--- config.mk ---
export PLATFORM = sky130hd
export DESIGN_NAME = corelet_ctrl
export DESIGN_NICKNAME = d
export VERILOG_FILES = /design/src/rtl/corelet_ctrl.sv
export SDC_FILE = /design/constraint.sdc
export NUM_CORES = 1
export LEC_CHECK = 0
export BUFFER_PORTS_ARGS = -buffer_cell sky130_fd_sc_hd__buf_2
export CAP_MARGIN = 20
export CORE_UTILIZATION = 50
export CTS_CLUSTER_DIAMETER = 200
export DETAILED_ROUTE_END_ITERATION = 12
export GPL_ROUTABILITY_DRIVEN = 0
export PLACE_DENSITY = 0.75
export SYNTH_ARGS = -nofsm -noshare
export SYNTH_HDL_FRONTEND = slang
export SYNTH_SLANG_ARGS = --single-unit
--- constraint.sdc ---
create_clock -name clk -period 7 [get_ports clk]
set_clock_uncertainty 0.05 [all_clocks]
set_input_delay 0.35 -clock clk [delete_from_list [all_inputs] [get_ports clk]]
set_output_delay 0.35 -clock clk [all_outputs]
set_load 0.01 [all_outputs]
--- src/rtl/corelet_ctrl.sv ---
// corelet_ctrl: sequencer that drives the 34-bit corelet instruction word
// for one weight-stationary layer pass. The pass order is weight load,
// kernel load, kernel flush, then per activation tile: load, execute,
// and drain results to PMEM.
// Optional build macro CORELET_CTRL_SFP_ACC_EN: when defined, SFP_ACC
// (inst[33]) pulses in the cycle after each PMEM write. When undefined,
// inst[33] is tied to 0.
module corelet_ctrl #(
    parameter int row     = 8,
    parameter int col     = 8,
    parameter int tile    = 64,
    parameter int addr_bw = 11
) (
    input  logic               clk,
    input  logic               reset,
    input  logic               start,
    input  logic [addr_bw-1:0] w_base,
    input  logic [addr_bw-1:0] a_base,
    input  logic [addr_bw-1:0] p_base,
    input  logic [addr_bw-1:0] len,
    input  logic               l0_full,
    input  logic               ofifo_valid,
    output logic [33:0]        inst,
    output logic               busy,
    output logic               done,
    output logic               err
);

    localparam logic [33:0]        IDLE_WORD = 34'h1800C0000;
    localparam logic [addr_bw-1:0] ROW_C     = addr_bw'(row);
    localparam logic [addr_bw-1:0] COL_C     = addr_bw'(col);
    localparam logic [addr_bw-1:0] TILE_C    = addr_bw'(tile);
    localparam logic [addr_bw-1:0] ONE_C     = addr_bw'(1);

    typedef enum logic [2:0] {
        S_IDLE, S_WLOAD, S_KLOAD, S_KFLUSH, S_ALOAD, S_EXEC, S_DRAIN, S_DONE
    } state_t;

    state_t             state_q, state_d;
    logic [addr_bw-1:0] cnt_q, cnt_d;
    logic [addr_bw-1:0] n_q, n_d;
    logic [addr_bw-1:0] a_off_q, a_off_d;
    logic [addr_bw-1:0] p_off_q, p_off_d;
    logic [addr_bw-1:0] rd_q, rd_d;
    logic [addr_bw-1:0] wr_q, wr_d;
    logic [addr_bw-1:0] w_base_q, w_base_d;
    logic [addr_bw-1:0] a_base_q, a_base_d;
    logic [addr_bw-1:0] p_base_q, p_base_d;
    logic [addr_bw-1:0] len_q, len_d;
    logic               err_q, err_d;
    logic               wr_pend_q, wr_pend_d;
    logic               ofifo_rd;
    logic [addr_bw-1:0] remaining;
    logic [addr_bw-1:0] tile_n;
`ifdef CORELET_CTRL_SFP_ACC_EN
    logic               sfp_q;
`endif

    // State, counters and pass parameters captured on start.
    always_ff @(posedge clk or posedge reset) begin
        if (reset) begin
            state_q   <= S_IDLE;
            cnt_q     <= '0;
            n_q       <= '0;
            a_off_q   <= '0;
            p_off_q   <= '0;
            rd_q      <= '0;
            wr_q      <= '0;
            w_base_q  <= '0;
            a_base_q  <= '0;
            p_base_q  <= '0;
            len_q     <= '0;
            err_q     <= 1'b0;
            wr_pend_q <= 1'b0;
        end else begin
            state_q   <= state_d;
            cnt_q     <= cnt_d;
            n_q       <= n_d;
            a_off_q   <= a_off_d;
            p_off_q   <= p_off_d;
            rd_q      <= rd_d;
            wr_q      <= wr_d;
            w_base_q  <= w_base_d;
            a_base_q  <= a_base_d;
            p_base_q  <= p_base_d;
            len_q     <= len_d;
            err_q     <= err_d;
            wr_pend_q <= wr_pend_d;
        end
    end

`ifdef CORELET_CTRL_SFP_ACC_EN
    // SFP accumulate trails each PMEM write by one cycle.
    always_ff @(posedge clk or posedge reset) begin
        if (reset) sfp_q <= 1'b0;
        else       sfp_q <= wr_pend_q;
    end
`endif

    // Next-state, counter updates and instruction word decode.
    always_comb begin
        state_d   = state_q;
        cnt_d     = cnt_q;
        n_d       = n_q;
        a_off_d   = a_off_q;
        p_off_d   = p_off_q;
        rd_d      = rd_q;
        wr_d      = wr_q;
        w_base_d  = w_base_q;
        a_base_d  = a_base_q;
        p_base_d  = p_base_q;
        len_d     = len_q;
        err_d     = err_q;
        ofifo_rd  = 1'b0;
        done      = 1'b0;
        inst      = IDLE_WORD;
        remaining = len_q - a_off_q;
        tile_n    = (remaining > TILE_C) ? TILE_C : remaining;

        case (state_q)
            S_IDLE: begin
                if (start) begin
                    state_d  = S_WLOAD;
                    cnt_d    = '0;
                    a_off_d  = '0;
                    p_off_d  = '0;
                    w_base_d = w_base;
                    a_base_d = a_base;
                    p_base_d = p_base;
                    len_d    = len;
                    err_d    = 1'b0;
                end
            end
            S_WLOAD: begin
                if (cnt_q < ROW_C) begin
                    inst[19]   = 1'b0;
                    inst[17:7] = 11'(w_base_q + cnt_q);
                end
                if (cnt_q != '0) inst[2] = 1'b1;
                if (cnt_q == ROW_C) begin
                    state_d = S_KLOAD;
                    cnt_d   = '0;
                end else begin
                    cnt_d = cnt_q + ONE_C;
                end
            end
            S_KLOAD: begin
                inst[3] = 1'b1;
                inst[0] = 1'b1;
                if (cnt_q == ROW_C - ONE_C) begin
                    state_d = S_KFLUSH;
                    cnt_d   = '0;
                end else begin
                    cnt_d = cnt_q + ONE_C;
                end
            end
            S_KFLUSH: begin
                if (cnt_q == COL_C - ONE_C) begin
                    cnt_d = '0;
                    n_d   = tile_n;
                    state_d = (remaining == '0) ? S_DONE : S_ALOAD;
                end else begin
                    cnt_d = cnt_q + ONE_C;
                end
            end
            S_ALOAD: begin
                if (cnt_q < n_q) begin
                    inst[19]   = 1'b0;
                    inst[17:7] = 11'(a_base_q + a_off_q + cnt_q);
                end
                if (cnt_q != '0) begin
                    inst[2] = 1'b1;
                    if (l0_full) err_d = 1'b1;
                end
                if (cnt_q == n_q) begin
                    state_d = S_EXEC;
                    cnt_d   = '0;
                    a_off_d = a_off_q + n_q;
                end else begin
                    cnt_d = cnt_q + ONE_C;
                end
            end
            S_EXEC: begin
                inst[3] = 1'b1;
                inst[1] = 1'b1;
                if (cnt_q == n_q - ONE_C) begin
                    state_d = S_DRAIN;
                    cnt_d   = '0;
                    rd_d    = '0;
                    wr_d    = '0;
                end else begin
                    cnt_d = cnt_q + ONE_C;
                end
            end
            S_DRAIN: begin
                if (ofifo_valid && (rd_q != n_q)) begin
                    ofifo_rd = 1'b1;
                    rd_d     = rd_q + ONE_C;
                end
                inst[6] = ofifo_rd;
                // The PMEM write for each OFIFO read lands one cycle later;
                // leaving DRAIN is keyed on the last write, not the last read.
                if (wr_pend_q) begin
                    inst[32]    = 1'b0;
                    inst[31]    = 1'b0;
                    inst[30:20] = 11'(p_base_q + p_off_q);
                    p_off_d     = p_off_q + ONE_C;
                    wr_d        = wr_q + ONE_C;
                    if (wr_q == n_q - ONE_C) begin
                        cnt_d   = '0;
                        n_d     = tile_n;
                        state_d = (remaining == '0) ? S_DONE : S_ALOAD;
                    end
                end
            end
            S_DONE: begin
                done    = 1'b1;
                state_d = S_IDLE;
            end
            default: state_d = S_IDLE;
        endcase

        wr_pend_d = ofifo_rd;
`ifdef CORELET_CTRL_SFP_ACC_EN
        inst[33] = sfp_q;
`endif
    end

    assign busy = (state_q != S_IDLE);
    assign err  = err_q;

endmodule

==> impl_metrics.toml <==
[power_and_ir_drop]
comb_power_share = 0.067
power.density_cell_area_nw_per_um2 = 179
p_leak_nw = 4.75
max-vdd-ir-drop_uv = 166
p_int_w = 0.00131
power_switching_w = 0.000396
sequentialPowerShare = 0.404
clkPwrFrac = 0.529
switching_share = 0.232

[synth]
mux_cell_area_share_after_synthesis = 0.00120
synthTopCellsByArea = "dfrtp_1, ha_1, nand2_1, xnor2_1, xor2_1"
synth_largest_type_area_fraction = 0.344
async_flop_share = 1.00
synth.largest_area_cell = "dfrtp_1"
synth_area_per_cell_um2 = 8.57
post_synth_num_cell_types = 64
primary_ff_master_synth = "dfrtp_1"
synth.most_common_cell = "nand2_1"
yosys_warnings = 0
synth-compound-area-share = 0.147
synth_common_cells = "nand2_1, dfrtp_1, ha_1"
post_synth_inst_count = 975
simple_gate_portion_of_the_synthesized_area = 0.206
synthXorXnorAreaFrac = 0.116
synth_cell_area_um2 = 8360
synth_seq_area_share = 0.344
synth_adder_area_share = 0.135
number_of_synthesized_flops_with_an_enable_pin = 0
postSynthRegisterBits = 115
synth_top_family_by_area = "simple AND/OR/NAND/NOR gates"

[worst_setup_path]
cp_max_fo = 11
crit_path_max_incr_delay_ns = 0.64
timing.critical_path.arrival_ns = 3.67
worstPathCellList = "fa_1, ha_1, a21o_1, a21oi_1, nor2b_1, o21a_1, o41ai_1, o21ai_0, xnor2_1, o22ai_1, buf_2"
end_kind = "output pin"
crit_required_ns = 6.60
critPathKind = "reg -> out"
crit_slowest_cell = "dfrtp_1"
critPathLaunchType = "flop"

[sta]
final-hold-violation-count = 0
worst-slew-pin-transition_ns = 1.02
timing.final.setup_violations = 0
period_share = 0.581
tns_ns = 0
timing.fmax_mhz = 246
drv_slew = 0
worst_slew_margin_rel = 0.320
unrepaired_setup_endpoints_after_global_routing = "false"
final_period_minus_worst_setup_slack_ns = 4.07

[drt]
vias = 7125
detail-route-antenna-nets = 0
dr.max_layer_used = "met4"
drt_first_iter_violations = 555
routed_wire_length_per_instance_um = 16.3
drt_pass1_iterations = 5
routed_met2_length_mm = 9.50
drcViolationCount = 0
route.detailed.vias_per_inst = 5.61
totalWireLength_mm = 20.7
met3_wirelength_mm = 1.28
wl_met1_mm = 9.25

[worst_hold_path]
hold_path_class = "in -> reg"

[layout]
multi_input_area_um2 = 5080
antennaDiodeCount = 0
layout.filler_cells = 1435
post-route-util = 0.591
proportion_of_layout_cells_with_a_drive_suffix_above_1 = 0.126
combined_flip_flop_and_latch_cell_area_um2 = 2880
final_net_count = 1171
area_growth_pct = 13.8

[cts]
clock-sinks = 115
postCtsHoldBufs = 1
cts_root_buf = "clkbuf_16"
cts_setup_buffers = 0
cts.clk_slew.worst_paths_ns = 0.06
h-tree-depth = 4
cts_made_buffers = 17
cts_repair_resize_count = 0
max-clock-path-buffers = 2
clock_insertion_delay_worst_skew_ns = 0.42
cts_tree = "done"

[global_route]
grt_first_pass_wirelength_mm = 34.4
global_route_total_overflow = 0
grt_max_degree = 75
antenna_found_initial = 0
grt_pass1_vias = 6993
gr-usage-all-layers = 0.251

[die]
dieArea_um2 = 17200
fp-row-count = 46
die_h_um = 131
core_region_area_um2 = 16100
boundaryPins = 86
floorplan.initialDensity = 0.519
chip_width_um = 131

[run]
max_cap_violations = 0

[place]
detailedPlacementHpwl_mm = 15.2
port-buffer-count = 81

[outcome]
outcome = "completed"
-- final cells by class --
type                            count  area share
Tap cell                          216      0.0284
Timing Repair Buffer               87      0.0476
Inverter                           58      0.0231
Sequential cell                   115       0.302
Multi-Input combinational cell    762       0.534
Clock inverter                     11      0.0159
Clock buffer                       21      0.0484
-- worst paths after layout --
path	start	to	slack (ns)	cells past startpoint
max in group asynchronous	reset	a_off_q[2]	5.04	4
min in group asynchronous	reset	p_base_q[7]	0.49	3
worst min-delay path	w_base[6]	w_base_q[6]	0.07	3
worst max-delay path	cnt_q[2]	inst[17]	2.93	11
worst min register to register	w_base_q[4]	w_base_q[4]	0.43	2
worst max register to register	n_q[1]	state_q[1]	3.07	11
-- cell families (layout without fill, tap and decap cells) --
| group | Yosys count | after routing |
|---|---|---|
| simple gates | 371 | 371 |
| mux | 1 | 1 |
| flops | 115 | 115 |
| other cells | 2 | 4 |
| buf+inv | 100 | 177 |
| xor+xnor | 107 | 107 |
| compound gates | 198 | 198 |
| fa+ha+maj | 81 | 81 |
-- sequential cells by signal, summed over array words and instances (netlist names) --
| name | cells |
|---|---|
| a_base_q | 11 |
| a_off_q | 11 |
| cnt_q | 11 |
| len_q | 11 |
| n_q | 11 |
| p_base_q | 11 |
| p_off_q | 11 |
| rd_q | 11 |
| w_base_q | 11 |
| wr_q | 11 |
| state_q | 3 |
| err | 1 |
| wr_pend_q | 1 |
-- per-stage QoR --
| stage | instances | hold WS [ns] | total power, W | cell area [um2] | worst slack [ns] |
|---|---|---|---|---|---|
| 6_report | 1270 | 0.0663 | 0.00170 | 9520 | 2.93 |
| 5_1_grt | 1270 | 0.0668 | 0.00177 | 9520 | 2.68 |
| 4_1_cts | 1270 | 0.0542 | 0.00172 | 9520 | 2.96 |
| 3_5_place_dp | 1237 | 0.389 | 0.000813 | 8900 | 3.12 |
| 3_3_place_gp | 1237 | 0.386 | 0.000810 | 8900 | 3.27 |
| 2_1_floorplan | 977 | 0.400 | 0.000779 | 8370 | 3.56 |
-- power groups by stage --
stage / sequential [W] / clock (W) / combinational, W
final: 0.000689 / 0.000902 / 0.000113
after global routing: 0.000690 / 0.000946 / 0.000130
after CTS: 0.000689 / 0.000911 / 0.000115
after detailed placement: 0.000700 / 0 / 0.000113
after global placement: 0.000700 / 0 / 0.000110
after floorplan: 0.000697 / 0 / 0.0000820
-- metal layers --
layer / GRT usage / vias to the layer above
li1: - / 3460
met1: 0.337 / 3376
met2: 0.387 / 237
met3: 0.0602 / 52
met4: 0.106 / 0
met5: 0 / -
-- placed cells by master (no fill, tap or decap), drive strengths merged, types with 5 or more instances in the layout --
cell | netlist | layout
and2 | 8 | 8
xnor2 | 55 | 55
a21o | 24 | 24
nor2 | 60 | 60
nand2 | 173 | 173
clkbuf | 24 | 21
buf | 18 | 86
nor3 | 16 | 16
ha | 66 | 66
dfrtp | 115 | 115
o21ai | 73 | 73
and3 | 19 | 19
nand3 | 31 | 31
nor2b | 10 | 10
nand4 | 15 | 15
or3 | 12 | 12
o22ai | 11 | 11
o21bai | 5 | 5
o21a | 8 | 8
nor4 | 6 | 6
a21oi | 42 | 42
inv | 57 | 58
nand2b | 9 | 9
xor2 | 50 | 50
or2 | 5 | 5
fa | 15 | 15
-- critical path: cells and delay by family (launching register included) --
kind	cells	cell delay, ns
XOR/XNOR	1	0.16
adder cells (fa/ha/maj)	2	0.81
AND/OR/NAND/NOR	1	0.08
buffers and inverters	1	0.16
AO/OA/AOI/OAI	6	1.39
flip-flops	1	0.64
Note: power is estimated with default switching activity, not from simulation.
